## src/rtl/fetch_pkg.sv

```systemverilog
// Shared fetch-stage definitions: FSM state encoding, the flush/bubble
// instruction word and small PC helpers used by fetch and decode.
package fetch_pkg;

  typedef enum logic [1:0] {
    ST_RUN    = 2'b00,
    ST_HOLD   = 2'b01,
    ST_HALTED = 2'b10
  } fetch_state_e;

  localparam logic [15:0] NOP_INSTR_C = 16'h0800;
  localparam logic [15:0] PC_STEP_C   = 16'h0002;

  // Wraps modulo 2^16 by construction of the 16-bit result.
  function automatic logic [15:0] pc_add2(input logic [15:0] pc);
    return pc + PC_STEP_C;
  endfunction

  function automatic logic is_misaligned(input logic [15:0] pc);
    return pc[0];
  endfunction

endpackage

```

## src/rtl/fetch_stage_ifid_reg.sv

```systemverilog
// IF/ID pipeline register: instruction word, PC+2 and valid flag with
// load, hold and flush (bubble) controls.
module ifid_reg
  import fetch_pkg::*;
#(
  parameter logic [15:0] NOP_INSTR = NOP_INSTR_C
) (
  input  logic        clk,
  input  logic        rst,
  input  logic        load_i,
  input  logic        flush_i,
  input  logic [15:0] instr_i,
  input  logic [15:0] pc_plus2_i,
  output logic [15:0] instr_o,
  output logic [15:0] pc_plus2_o,
  output logic        valid_o
);

  logic [15:0] instr_q;
  logic [15:0] pc_plus2_q;
  logic        valid_q;

  // Flush keeps pcPlus2 so decode still sees the last real sequential PC.
  always_ff @(posedge clk) begin
    if (rst) begin
      instr_q    <= NOP_INSTR;
      pc_plus2_q <= 16'h0000;
      valid_q    <= 1'b0;
    end else if (flush_i) begin
      instr_q    <= NOP_INSTR;
      pc_plus2_q <= pc_plus2_q;
      valid_q    <= 1'b0;
    end else if (load_i) begin
      instr_q    <= instr_i;
      pc_plus2_q <= pc_plus2_i;
      valid_q    <= 1'b1;
    end else begin
      instr_q    <= instr_q;
      pc_plus2_q <= pc_plus2_q;
      valid_q    <= valid_q;
    end
  end

  assign instr_o    = instr_q;
  assign pc_plus2_o = pc_plus2_q;
  assign valid_o    = valid_q;

endmodule

```

## src/rtl/fetch_stage.sv

```systemverilog
// Instruction fetch stage: PC, memory request, stall hold buffer, redirect
// flush, halt and sticky misaligned-target error, feeding the IF/ID register.
module fetch_stage
  import fetch_pkg::*;
#(
  parameter logic [15:0] RESET_PC  = 16'h0000,
  parameter logic [15:0] NOP_INSTR = NOP_INSTR_C
) (
  input  logic        clk,
  input  logic        rst,
  input  logic        stall,
  input  logic        redirect,
  input  logic [15:0] redirectPC,
  input  logic        haltD,
  output logic [15:0] imemAddr,
  output logic        imemEn,
  input  logic [15:0] imemData,
  input  logic        imemDone,
  output logic [15:0] instruction,
  output logic [15:0] pcPlus2,
  output logic        instValid,
  output logic        err
);

  fetch_state_e state_q, state_d;
  logic [15:0]  pc_q, pc_d;
  logic [15:0]  buf_q, buf_d;
  logic         err_q, err_d;

  logic         ifid_load_s;
  logic         ifid_flush_s;
  logic [15:0]  ifid_instr_s;
  logic [15:0]  pc_plus2_s;

  assign pc_plus2_s = pc_add2(pc_q);

  // Next-state decode; redirect has priority over halt, stall and memory.
  always_comb begin
    state_d      = state_q;
    pc_d         = pc_q;
    buf_d        = buf_q;
    err_d        = err_q;
    ifid_load_s  = 1'b0;
    ifid_flush_s = 1'b0;
    ifid_instr_s = imemData;
    case (state_q)
      ST_RUN, ST_HOLD: begin
        if (redirect) begin
          pc_d         = redirectPC;
          buf_d        = 16'h0000;
          err_d        = err_q | is_misaligned(redirectPC);
          ifid_flush_s = 1'b1;
          state_d      = ST_RUN;
        end else if (haltD && !stall) begin
          buf_d   = 16'h0000;
          state_d = ST_HALTED;
        end else if (state_q == ST_HOLD) begin
          if (!stall) begin
            ifid_load_s  = 1'b1;
            ifid_instr_s = buf_q;
            pc_d         = pc_plus2_s;
            state_d      = ST_RUN;
          end else begin
            state_d = ST_HOLD;
          end
        end else if (imemDone && !stall) begin
          ifid_load_s = 1'b1;
          pc_d        = pc_plus2_s;
          state_d     = ST_RUN;
        end else if (imemDone) begin
          // The word arrived while decode is blocked: park it, stop fetching.
          buf_d   = imemData;
          state_d = ST_HOLD;
        end else if (!stall) begin
          ifid_flush_s = 1'b1;
          state_d      = ST_RUN;
        end else begin
          state_d = ST_RUN;
        end
      end
      ST_HALTED: begin
        state_d = ST_HALTED;
      end
      default: begin
        state_d = ST_RUN;
      end
    endcase
  end

  // State, PC, hold buffer and sticky error registers.
  always_ff @(posedge clk) begin
    if (rst) begin
      state_q <= ST_RUN;
      pc_q    <= RESET_PC;
      buf_q   <= 16'h0000;
      err_q   <= 1'b0;
    end else begin
      state_q <= state_d;
      pc_q    <= pc_d;
      buf_q   <= buf_d;
      err_q   <= err_d;
    end
  end

  ifid_reg #(
    .NOP_INSTR (NOP_INSTR)
  ) u_ifid (
    .clk        (clk),
    .rst        (rst),
    .load_i     (ifid_load_s),
    .flush_i    (ifid_flush_s),
    .instr_i    (ifid_instr_s),
    .pc_plus2_i (pc_plus2_s),
    .instr_o    (instruction),
    .pc_plus2_o (pcPlus2),
    .valid_o    (instValid)
  );

  // The request is gated by rst so memory sees no read during reset.
  assign imemEn   = (state_q == ST_RUN) & ~rst;
  assign imemAddr = pc_q;
  assign err      = err_q;

endmodule
```

## config.mk

```make
export PLATFORM = sky130hd
export DESIGN_NAME = fetch_stage
export DESIGN_NICKNAME = d
export VERILOG_FILES = /design/src/rtl/fetch_pkg.sv /design/src/rtl/fetch_stage_ifid_reg.sv /design/src/rtl/fetch_stage.sv
export SDC_FILE = /design/constraint.sdc
export NUM_CORES = 1
export LEC_CHECK = 0
export BUFFER_PORTS_ARGS = -buffer_cell sky130_fd_sc_hd__buf_2
export CAP_MARGIN = 20
export CORE_UTILIZATION = 35
export CTS_BUF_LIST = sky130_fd_sc_hd__clkbuf_4
export DETAILED_ROUTE_END_ITERATION = 12
export SYNTH_ARGS = -nofsm -noshare
export SYNTH_HDL_FRONTEND = slang
export SYNTH_SLANG_ARGS = --single-unit
```

## constraint.sdc

```tcl
create_clock -name clk -period 6 [get_ports clk]
set_clock_uncertainty 0.15 [all_clocks]
set_input_delay 0.6 -clock clk [delete_from_list [all_inputs] [get_ports clk]]
set_output_delay 0.6 -clock clk [all_outputs]
set_load 0.02 [all_outputs]
```

# Word level (Yosys, flattened, before mapping)
# Cells that the tools add are included.
[word_totals]
register_bits = 68
output_inout_bits = 51
wordCells = 64
[classes]
n_addsub = 1
n_eq_ne = 6
muxes = 34
bitwise_logic = 4
n_reduce_logical = 12
[ops]
columns = ["operator", "count"]
rows = [
  ["$mux W16", 15],
  ["$add A16 B2 Y16 const B", 1],
  ["$mux W1", 15],
  ["$ne A3 B3 Y1 const B", 3],
  ["$reduce_and A4 Y1", 2],
  ["$mux W2", 3],
  ["$reduce_bool A3 Y1", 2],
  ["$pmux W2 S2", 1],
  ["$reduce_and A2 Y1", 2],
  ["$reduce_or A2 Y1", 2],
  ["$eq A2 B1 Y1 const B", 1],
  ["$eq A2 B2 Y1 const B", 1],
  ["$logic_and A1 B1 Y1", 2],
  ["$logic_not A2 Y1", 1],
  ["$ne A2 B2 Y1 const B", 1],
  ["$not A1 Y1", 2],
  ["$and A1 B1 Y1", 1],
  ["$logic_not A1 Y1", 1],
  ["$or A1 B1 Y1", 1],
]

# Logic depth before layout (Yosys ltp)
# Gate-level depths: netlist (run 1).
[logic_depth]
word_depth = 9
depth_mapped = 6
mapped_depth_nobuf = 5

# By module
# Synthesis (run 1) repeated with hierarchy kept, for this count alone.
[unflattened]
hier_cells = 375
area_unflattened_um2 = 3375.7
[by_module_without_submodules]
columns = ["module", "instances", "cells_per_inst", "area_per_inst_um2", "seq_area_each_um2"]
rows = [
  ["fetch_stage", 1, 247, 2024.4, 700.7],
  ["ifid_reg", 1, 128, 1351.3, 660.6],
]

# Worst setup path before layout (run 1)
# No wires, ideal clock.
[synth_timing]
path_kind = "in2out"
start = "input rst"
end = "output imemEn"
arrival_ps = 1394
setup_slack_ps = 3856
cell_stages = 3
path_cell_list = "clkbuf_8 clkbuf_1 nor3_1"
[synth_between]
elab_chain_cells = 2
[synth_rtl]
columns = ["item", "line", "source"]
rows = [
  ["from (decl)", "fetch_stage.sv:10", "input logic rst,"],
  ["$not A1 Y1", "fetch_stage.sv:120", "assign imemEn = (state_q == ST_RUN) & ~rst;"],
  ["$and A1 B1 Y1", "fetch_stage.sv:120", ""],
  ["to (decl)", "fetch_stage.sv:16", "output logic imemEn,"],
]
# No other way between the ends.

# Worst setup path after layout (run 1)
[layout_timing]
start = "register state_q[1]"
end = "register u_ifid.instr_q[11] (netlist: u_ifid.instr_o[11])"
[layout_between]
elab_chain_cells = 6
elab_cells_between_ends = 16
cone_classes = "eq/ne: 1; mux: 12; reduce/logical: 3"
[layout_rtl]
columns = ["item", "line", "source"]
rows = [
  ["from (decl)", "fetch_stage.sv:25", "fetch_state_e state_q, state_d;"],
  ["from (signal assigned)", "fetch_stage.sv:98", "state_q <= state_d;"],
  ["$eq A2 B1 Y1", "fetch_stage.sv:46, fetch_stage.sv:57", ""],
  ["$mux W1", "fetch_stage.sv:57", "end else if (state_q == ST_HOLD) begin"],
  ["$mux W1", "fetch_stage.sv:54", "end else if (haltD && !stall) begin"],
  ["$mux W1", "fetch_stage.sv:48", "if (redirect) begin"],
  ["$mux W1", "fetch_stage.sv:46", "case (state_q)"],
  ["$reduce_or A2 Y1 (no line)", "-", ""],
  ["to (signal assigned)", "fetch_stage_ifid_reg.sv:34", "instr_q <= instr_i;"],
  ["to (signal assigned)", "fetch_stage_ifid_reg.sv:38", "instr_q <= instr_q;"],
  ["to (decl)", "fetch_stage_ifid_reg.sv:19", "logic [15:0] instr_q;"],
]
# Several ways; a longest one is shown, not always the timed one.
# A chain may end at the register's enable or synchronous reset.

==> metrics, run 1 <==
status=finished clean; biggest area consumer among synthesized cells=dfxtp_1; FP Rows=35; CP arrival=~2.8 ns; CP Max Fanout=24; Req. time, crit path=between 6 and 7 ns; CTS tree=done; Unique masters post-synth=56; Synth Area in Adders=less than 1%; proportion of power drawn by combinational gates=15.4%; wire per inst=between 15 and 20 µm; Final Cycle Share=43.9%; die span in y=~100 µm; clock power share=between 30% and 40%; Yosys reg bits=68; Leak=between 1 and 1.5 nW; Hold Path Origin=imemData[7]; final setup vio count=0; Slew Viols, Final=0; f_max=380 MHz; RePlAce Congestion=0.811; worst r2r dst=u_ifid.instr_o[11]; Slew @ Worst Pin=0.946 ns; total CTS buffers=9; Setup TNS Final=0 ns; xor-xnor portion of the synthesized cell area=under 10%; post-synth top area share=40.7%; GRT overflow=0; drt first-iter violations=between 150 and 200; maxcap violations=0; Core Area=between 9000 and 10000 µm²; Hold WC Path Type=in2reg; NetSw=~280 µW; switching part of the total=~30%; post-synthesis mux area share=5.42%; WL final=8800 µm; vias in the first global route=2741; Tot GR Track Use=between 10% and 20%; final-stage net count=just under 500; clock sinks=roughly 70; crit start category=flop; Mapped Cells=between 300 and 400; CTS H-tree depth=3; Mapped Nets=around 420; Avg Cell Area, Syn=between 8 and 9 µm²; CP Capture Type=flop; Post-CTS Resized=0; asr flop ratio synth=0%; clock buffer depth=2; io pins=89; Root Driver=clkbuf_4; top post-synthesis cells by area=dfxtp_1 41%, a211oi_1 6.3%, mux2i_1 5.1%, nor2_1 4.9%, a21oi_1 4.8%; placed cells=about 560; endpoints failing hold=0; Antenna Nets Post-Route=0; simple-gate share of the synthesized area=between 20% and 30%; internal power=645 µW; First-pass DRT Iterations=4; Post-synth top flop=dfxtp_1; Rel. slew slack=36.9%; sequential power share=53.5%; share of layout cells above drive strength 1=a little over a quarter; kind of critical path=reg2reg; R2R setup slack=around 3.4 ns; die area=roughly 10000 µm²; Clock transition at path regs=approximately 0.12 ns; most frequent cell after synthesis=dfxtp_1; global-route wire length before repair=14000 µm; worst-skew pair later-pin latency=between 0.4 and 0.5 ns; Initial Utilization=a little over a third; main combinational cell family by area after synthesis=simple AND/OR/NAND/NOR gates; Final Critical Period=between 2 and 3 ns; Setup Fix Bufs, Post-CTS=0; Worst Hold Endpoint=buf_q[7]; Hold Path Stages=3; Post-DP HPWL=around 6000 µm; top cells by count, synth=68 x dfxtp_1, 44 x nor2_1, 32 x a21oi_1; unrepaired setup endpoints after global routing=false; Ys Warns=0; Area Growth Syn to Fin=16.0%; Max IR drop VDD=~0.12 mV; DRC=0; Seq/Total Area, Yosys=approximately 41%; EDFF count, synth=0; Via Count=3029; Non-Filler Instances=a little under 600; initial antenna violation count=0; Die Wd=~100 µm; Port Buffers=88; worst reg-to-reg path cell count=4; Via density=5.21; compound-gate portion of the synthesized area=around a fifth; CTS Hold Bufs=0; Netlist Area Pre-Place=roughly 3300 µm²; pin count of the biggest net entering global routing=60; RR Startpoint=state_q[1]; number of diodes=0; PD cells=roughly 240 nW/µm²
==> critical path: stages, from the launching register on <==
cell,delay [ns]
dfxtp_1,0.63
nor2_1,0.20
and4_1,0.84
mux2_1,0.40
a211o_1,0.29
==> sequential cells by signal (all words and copies together), names as in the netlist <==
name / cells
u_ifid.pc_plus2_o: 16
imemAddr: 16
u_ifid.instr_o: 16
u_ifid.valid_o: 1
err: 1
state_q: 2
buf_q: 16
==> power by group through the flow <==
stage,clock (mW),combinational (mW),sequential [mW]
after detailed placement,0,0.140,0.503
after global placement,0,0.137,0.502
after floorplan,0,0.0893,0.510
after CTS,0.291,0.140,0.493
final,0.287,0.142,0.493
after global routing,0.320,0.156,0.497
==> per-layer routing <==
metal	vias up	GRT usage (%)	routed length, µm
met3	11	4.04	478
met1	1413	24.7	4250
met2	78	26.9	3970
li1	1527	-	-
met4	0	7.35	106
met5	-	0	0
==> worst max-delay path by stage <==
stage / slack, ns / end / startpoint / depth (start not counted)
final: 3.37 / u_ifid.instr_o[11] / state_q[1] / 4
after global routing: 3.22 / u_ifid.instr_o[11] / state_q[1] / 4
after CTS: 3.39 / u_ifid.instr_o[11] / state_q[1] / 4
after detailed placement: 3.00 / u_ifid.instr_o[11] / redirect / 5
after floorplan: 3.86 / imemEn / rst / 3
after global placement: 3.06 / u_ifid.instr_o[11] / redirect / 5
==> cells by family after synthesis <==
logic type	count (synthesis)
simple gates	142
fa+ha+maj	1
buf+inv	38
flops	68
mux	18
compound gates	99
xor+xnor	12
==> final cells by class <==
| type | count | area, µm² |
|---|---|---|
| inverter | 5 | 18.8 |
| timing repair buffer | 92 | 474 |
| clock buffer | 9 | 67.6 |
| multi-input combinational | 272 | 1740 |
| fill | 982 | 5360 |
| sequential | 68 | 1360 |
| clock inverter | 6 | 56.3 |
| tap | 129 | 161 |
==> placed cells by master (no fill, tap or decap), types with 5 or more instances in the layout <==
cell       n
o31ai_1   10
a21oi_1   32
nor2_1    44
dfxtp_1   68
nand2b_1  17
a32o_1     5
nand3_1   30
clkbuf_4   9
mux2i_1   17
a211oi_1  28
nand4_1    7
xnor2_1    6
nor3_1     6
xor2_1     6
buf_2     88
nand2_1   16
==> metrics by stage <==
step	power, mW	utilization [%]	area, µm²	hold slack [ns]	setup slack, ns
global route	0.973	42.0	3880	0.263	3.22
global placement	0.639	40.5	3740	0.298	3.06
floorplan	0.599	-	3350	0.294	3.86
finish	0.922	42.0	3880	0.280	3.37
CTS	0.924	41.8	3860	0.274	3.39
detailed placement	0.643	40.5	3740	0.298	3.00
(Power assumes the default switching activity.)
==> run 2, diff against run 1 <==
- clock period: 6 -> 2.2 ns (I/O delays scaled with it)
==> metrics, run 2 (same netlist as run 1, synthesis figures left out) <==
GRT overflow=0; CP Max Fanout=57; Crit-path slowest cell=dlygate4sd3_1; hold_ws=0.0344 ns; commonest non-fill, non-tap cell in the layout=buf_2; final-stage net count=around 530; Core Area=~9200 µm²; Place WS=0.308 ns; Slew Viols, Final=0; worst-skew pair later-pin latency=around 0.4 ns; io pins=89; Max IR drop VDD=around 0.32 mV; Die Wd=roughly 100 µm; CP arrival=approximately 2.1 ns; CTS H-tree depth=3; clock buffer depth=2; vias in the first global route=just under 3000; Worst path max stage delay=about 0.52 ns; CP top delay family=buffers and inverters; Final Critical Period=between 1.5 and 2 ns; clock sinks=just under 70; sequential power share=between 50% and 60%; global-route wire length before repair=around 14000 µm; total CTS buffers=9; Antenna Nets Post-Route=0; crit start category=input pin; Setup TNS Final=0 ns; Area after DPL=roughly 4000 µm²; Final Cycle Share=between 80% and 90%; number of diodes=0; Initial Utilization=between 30 and 40%; Non-Filler Instances=624; drt first-iter violations=178; Req. time, crit path=2.37 ns; commonest cells after routing, fill and taps aside=88 x buf_2, 68 x dfxtp_1, 44 x nor2_1; Final Total Pwr=between 2 and 3 mW; post-route cell area=between 4000 and 5000 µm²; worst path cell trace=dlygate4sd3_1, buf_2, or2_1, nor4_4, buf_12, nor2_1, a211oi_1; f_max=about 500 MHz; WL final=~8800 µm; Via density=~5.1; Rel. slew slack=between 70 and 80%; die span in y=about 100 µm; endpoints failing hold=0; DRC=0; placed cells=slightly below 600; status=finished clean; final setup vio count=0; PD cells=slightly above 600 nW/µm²; Port Buffers=88; kind of critical path=in2reg; Tot GR Track Use=between 15 and 20%; switching part of the total=between 20 and 30%; worst reg-to-reg path cell count=4; share of layout cells above drive strength 1=between 20% and 30%; Hold WC Path Type=in2reg; FP Rows=35; internal power=1.84 mW; wire per inst=between 10 and 15 µm; NetSw=750 µW; Root Driver=clkbuf_4; die area=between 9000 and 10000 µm²; unrepaired setup endpoints after global routing=false; initial antenna violation count=0; CP Capture Type=flop; Post-DP HPWL=6170 µm; FILL cells=just over 900; PnR worst setup slack=between 0.2 and 0.25 ns; Hold Path Stages=3; Crit path depth=7; pin count of the biggest net entering global routing=between 50 and 60; First-pass DRT Iterations=5; CP bufs+invs=3; Setup Fix Bufs, Post-CTS=0; proportion of power drawn by combinational gates=17.6%; maxcap violations=0; Leak=between 1.5 and 2 nW; clock power share=between 30% and 40%; Final Util=around 46%; Via Count=between 3000 and 4000; Clock transition at path regs=0.10 ns; Area Growth Syn to Fin=27.8%; RePlAce Congestion=around 0.84; Slew @ Worst Pin=between 0.4 and 0.5 ns; CTS tree=done
run 2: metal layers:
metal	routed length [µm]	global-route usage, %	share of wire (%)	up-vias
li1	-	-	-	1606
met1	4100	25.1	47	1467
met2	4060	28.0	46	102
met3	425	2.86	4.8	16
met4	206	8.48	2.3	0
met5	0	0	0	-
run 2: worst paths after layout:
path	startpoint	end	slack [ns]
min reg2reg	u_ifid.pc_plus2_o[1]	u_ifid.pc_plus2_o[1]	0.32
max reg2reg	imemAddr[3]	imemAddr[10]	0.25
min	redirectPC[2]	imemAddr[2]	0.03
max	stall	u_ifid.instr_o[0]	0.25
run 2: power groups by stage:
| stage | clock, mW | sequential, mW | combinational (mW) |
|---|---|---|---|
| global route | 0.899 | 1.34 | 0.499 |
| CTS | 0.846 | 1.33 | 0.456 |
| finish | 0.809 | 1.33 | 0.456 |
| floorplan | 0 | 1.39 | 0.243 |
| detailed placement | 0 | 1.36 | 0.421 |
| global placement | 0 | 1.36 | 0.416 |
run 2: final cells by class:
| type | instances | area [µm²] | area share, % |
|---|---|---|---|
| Inverter | 5 | 18.8 | 0.438 |
| Timing Repair Buffer | 134 | 861 | 20.1 |
| Sequential cell | 68 | 1360 | 31.8 |
| Multi-Input combinational cell | 272 | 1740 | 40.7 |
| Clock inverter | 5 | 52.6 | 1.23 |
| Tap cell | 129 | 161 | 3.77 |
| Clock buffer | 11 | 82.6 | 1.93 |
run 2: worst min-delay path, stage by stage:
cell and delay, ns:
buf_2 0.11, mux2i_1 0.13, a211oi_1 0.08
run 2: what timing repair did:
action / CTS / global route
gates resized for setup: 0 / 0
endpoints found under the hold margin: 39 / 0
hold buffers: 25 / 0
==> run 3, diff against run 2 <==
- CORE_MARGIN: unset -> 5
==> metrics, run 3 (same netlist as run 1, synthesis figures left out) <==
Worst Hold Endpoint=imemAddr[4]; final setup vio count=0; worst-skew pair later-pin latency=roughly 0.42 ns; WL final=between 9000 and 10000 µm; CP Max Fanout=57; CTS H-tree depth=3; CTS tree=done; Crit. Startpoint=stall; Place WS=~0.29 ns; Setup Fix Bufs, Post-CTS=0; Post-CTS Resized=0; PD cells=between 600 and 700 nW/µm²; CP arrival=roughly 2.1 ns; hold_ws=0.0333 ns; Req. time, crit path=about 2.4 ns; status=finished clean; First-pass DRT Iterations=4; FILL cells=around 900; drt first-iter violations=150; Rel. slew slack=73.2%; worst r2r dst=imemAddr[8]; die span in y=~110 µm; clock sinks=68; Final Critical Period=between 1.5 and 2 ns; Worst path max stage delay=around 0.53 ns; Area Growth Syn to Fin=29.6%; crit start category=input pin; f_max=513 MHz; Port Buffers=just under 90; Hold Path Origin=redirectPC[4]; R2R setup slack=approximately 0.28 ns; Final Util=between 40% and 50%; worst reg-to-reg path cell count=4; Setup TNS Final=0 ns; share of layout cells above drive strength 1=a little over a quarter; GRT overflow=0; CTS Hold Bufs=29; initial antenna violation count=1; Antenna Nets Post-Route=0; Final Cycle Share=88.7%; die area=approximately 12000 µm²; final-stage net count=around 530; Initial Utilization=a little over a third; CP bufs+invs=3; CP Capture Type=flop; clock buffer depth=2; Via Count=3224; RePlAce Congestion=between 0.8 and 0.9; DRC=0; Max IR drop VDD=between 0.2 and 0.3 mV; Leak=1.69 nW; Crit-path slowest cell=dlygate4sd3_1; Die Wd=roughly 110 µm; commonest non-fill, non-tap cell in the layout=buf_2; Hold Path Stages=5; global-route wire length before repair=between 15000 and 20000 µm; Post-DP HPWL=about 6500 µm; FP Rows=35; pin count of the biggest net entering global routing=58; RR Startpoint=imemAddr[3]; Root Driver=clkbuf_4; endpoints failing hold=0; commonest cells after routing, fill and taps aside=88 x buf_2, 68 x dfxtp_1, 44 x nor2_1; worst path cell trace=dlygate4sd3_1, buf_2, or2_1, nor4_4, buf_12, nor2_1, a211oi_1; wire per inst=14.6 µm; vias in the first global route=around 3200; unrepaired setup endpoints after global routing=false; Final Total Pwr=~2.7 mW; io pins=about 90; maxcap violations=0; Slew Viols, Final=0; Via density=between 5 and 6; kind of critical path=in2reg; Slew @ Worst Pin=~0.40 ns; Clock transition at path regs=~0.12 ns; PnR worst setup slack=0.249 ns; Core Area=9280 µm²; Tot GR Track Use=17.0%; Hold WC Path Type=in2reg; CP top delay family=buffers and inverters; total CTS buffers=9
==> run 3: cell types whose count changed in the layout (fill, tap and decap cells not counted) <==
cell / delta
bufinv_16: +1
clkinv_1: +1
dlygate4sd3_1: +4
diode_2: +1
clkinvlp_4: +2
clkinv_2: -2
clkbuf_4: -2
buf_4: -1
==> run 3: worst max path at each step <==
stage	end	slack, ns	depth (start not counted)
3_5_place_dp	imemAddr[8]	0.29	4
3_3_place_gp	imemAddr[8]	0.35	4
5_1_grt	imemAddr[10]	0.12	4
4_1_cts	imemAddr[10]	0.28	4
2_1_floorplan	imemAddr[13]	0.12	5
6_report	u_ifid.instr_o[6]	0.25	7
==> run 3: routing by layer <==
layer | up-vias | track usage (%) | share of wire [%]
met5 | - | 0 | 0
met4 | 0 | 8.21 | 2.5
met3 | 18 | 3.84 | 5.1
met2 | 90 | 26.3 | 46
met1 | 1498 | 22.1 | 46
li1 | 1618 | - | -
==> run 3: worst reg2reg max path: cells and delay by family, from the launching register on <==
family,cells,cell delay (ns)
flip-flops,1,0.52
AND/OR/NAND/NOR,2,0.57
AO/OA/AOI/OAI,2,0.59
==> run 3: area by class of cell <==
class	count	area (µm²)	area share (%)
multi-input combinational	272	1740	40.2
tap	129	161	3.72
clock buffer	9	67.6	1.56
sequential	68	1360	31.4
timing repair buffer	137	893	20.6
antenna	1	2.50	0.0577
clock inverter	7	91.3	2.10
inverter	5	18.8	0.433
==> run 3: where the power goes <==
part           internal, mW  switching (mW)  total [mW]
sequential             1.28          0.0451        1.33
clock                 0.454           0.466       0.920
combinational         0.201           0.265       0.466
total                  1.94           0.776        2.71
==> run 3: per-stage QoR <==
| step | cell area, µm² | std cells |
|---|---|---|
| 2_1_floorplan | 3350 | 378 |
| 3_3_place_gp | 3890 | 582 |
| 3_5_place_dp | 3890 | 582 |
| 4_1_cts | 4340 | 627 |
| 5_1_grt | 4340 | 628 |
| 6_report | 4340 | 628 |
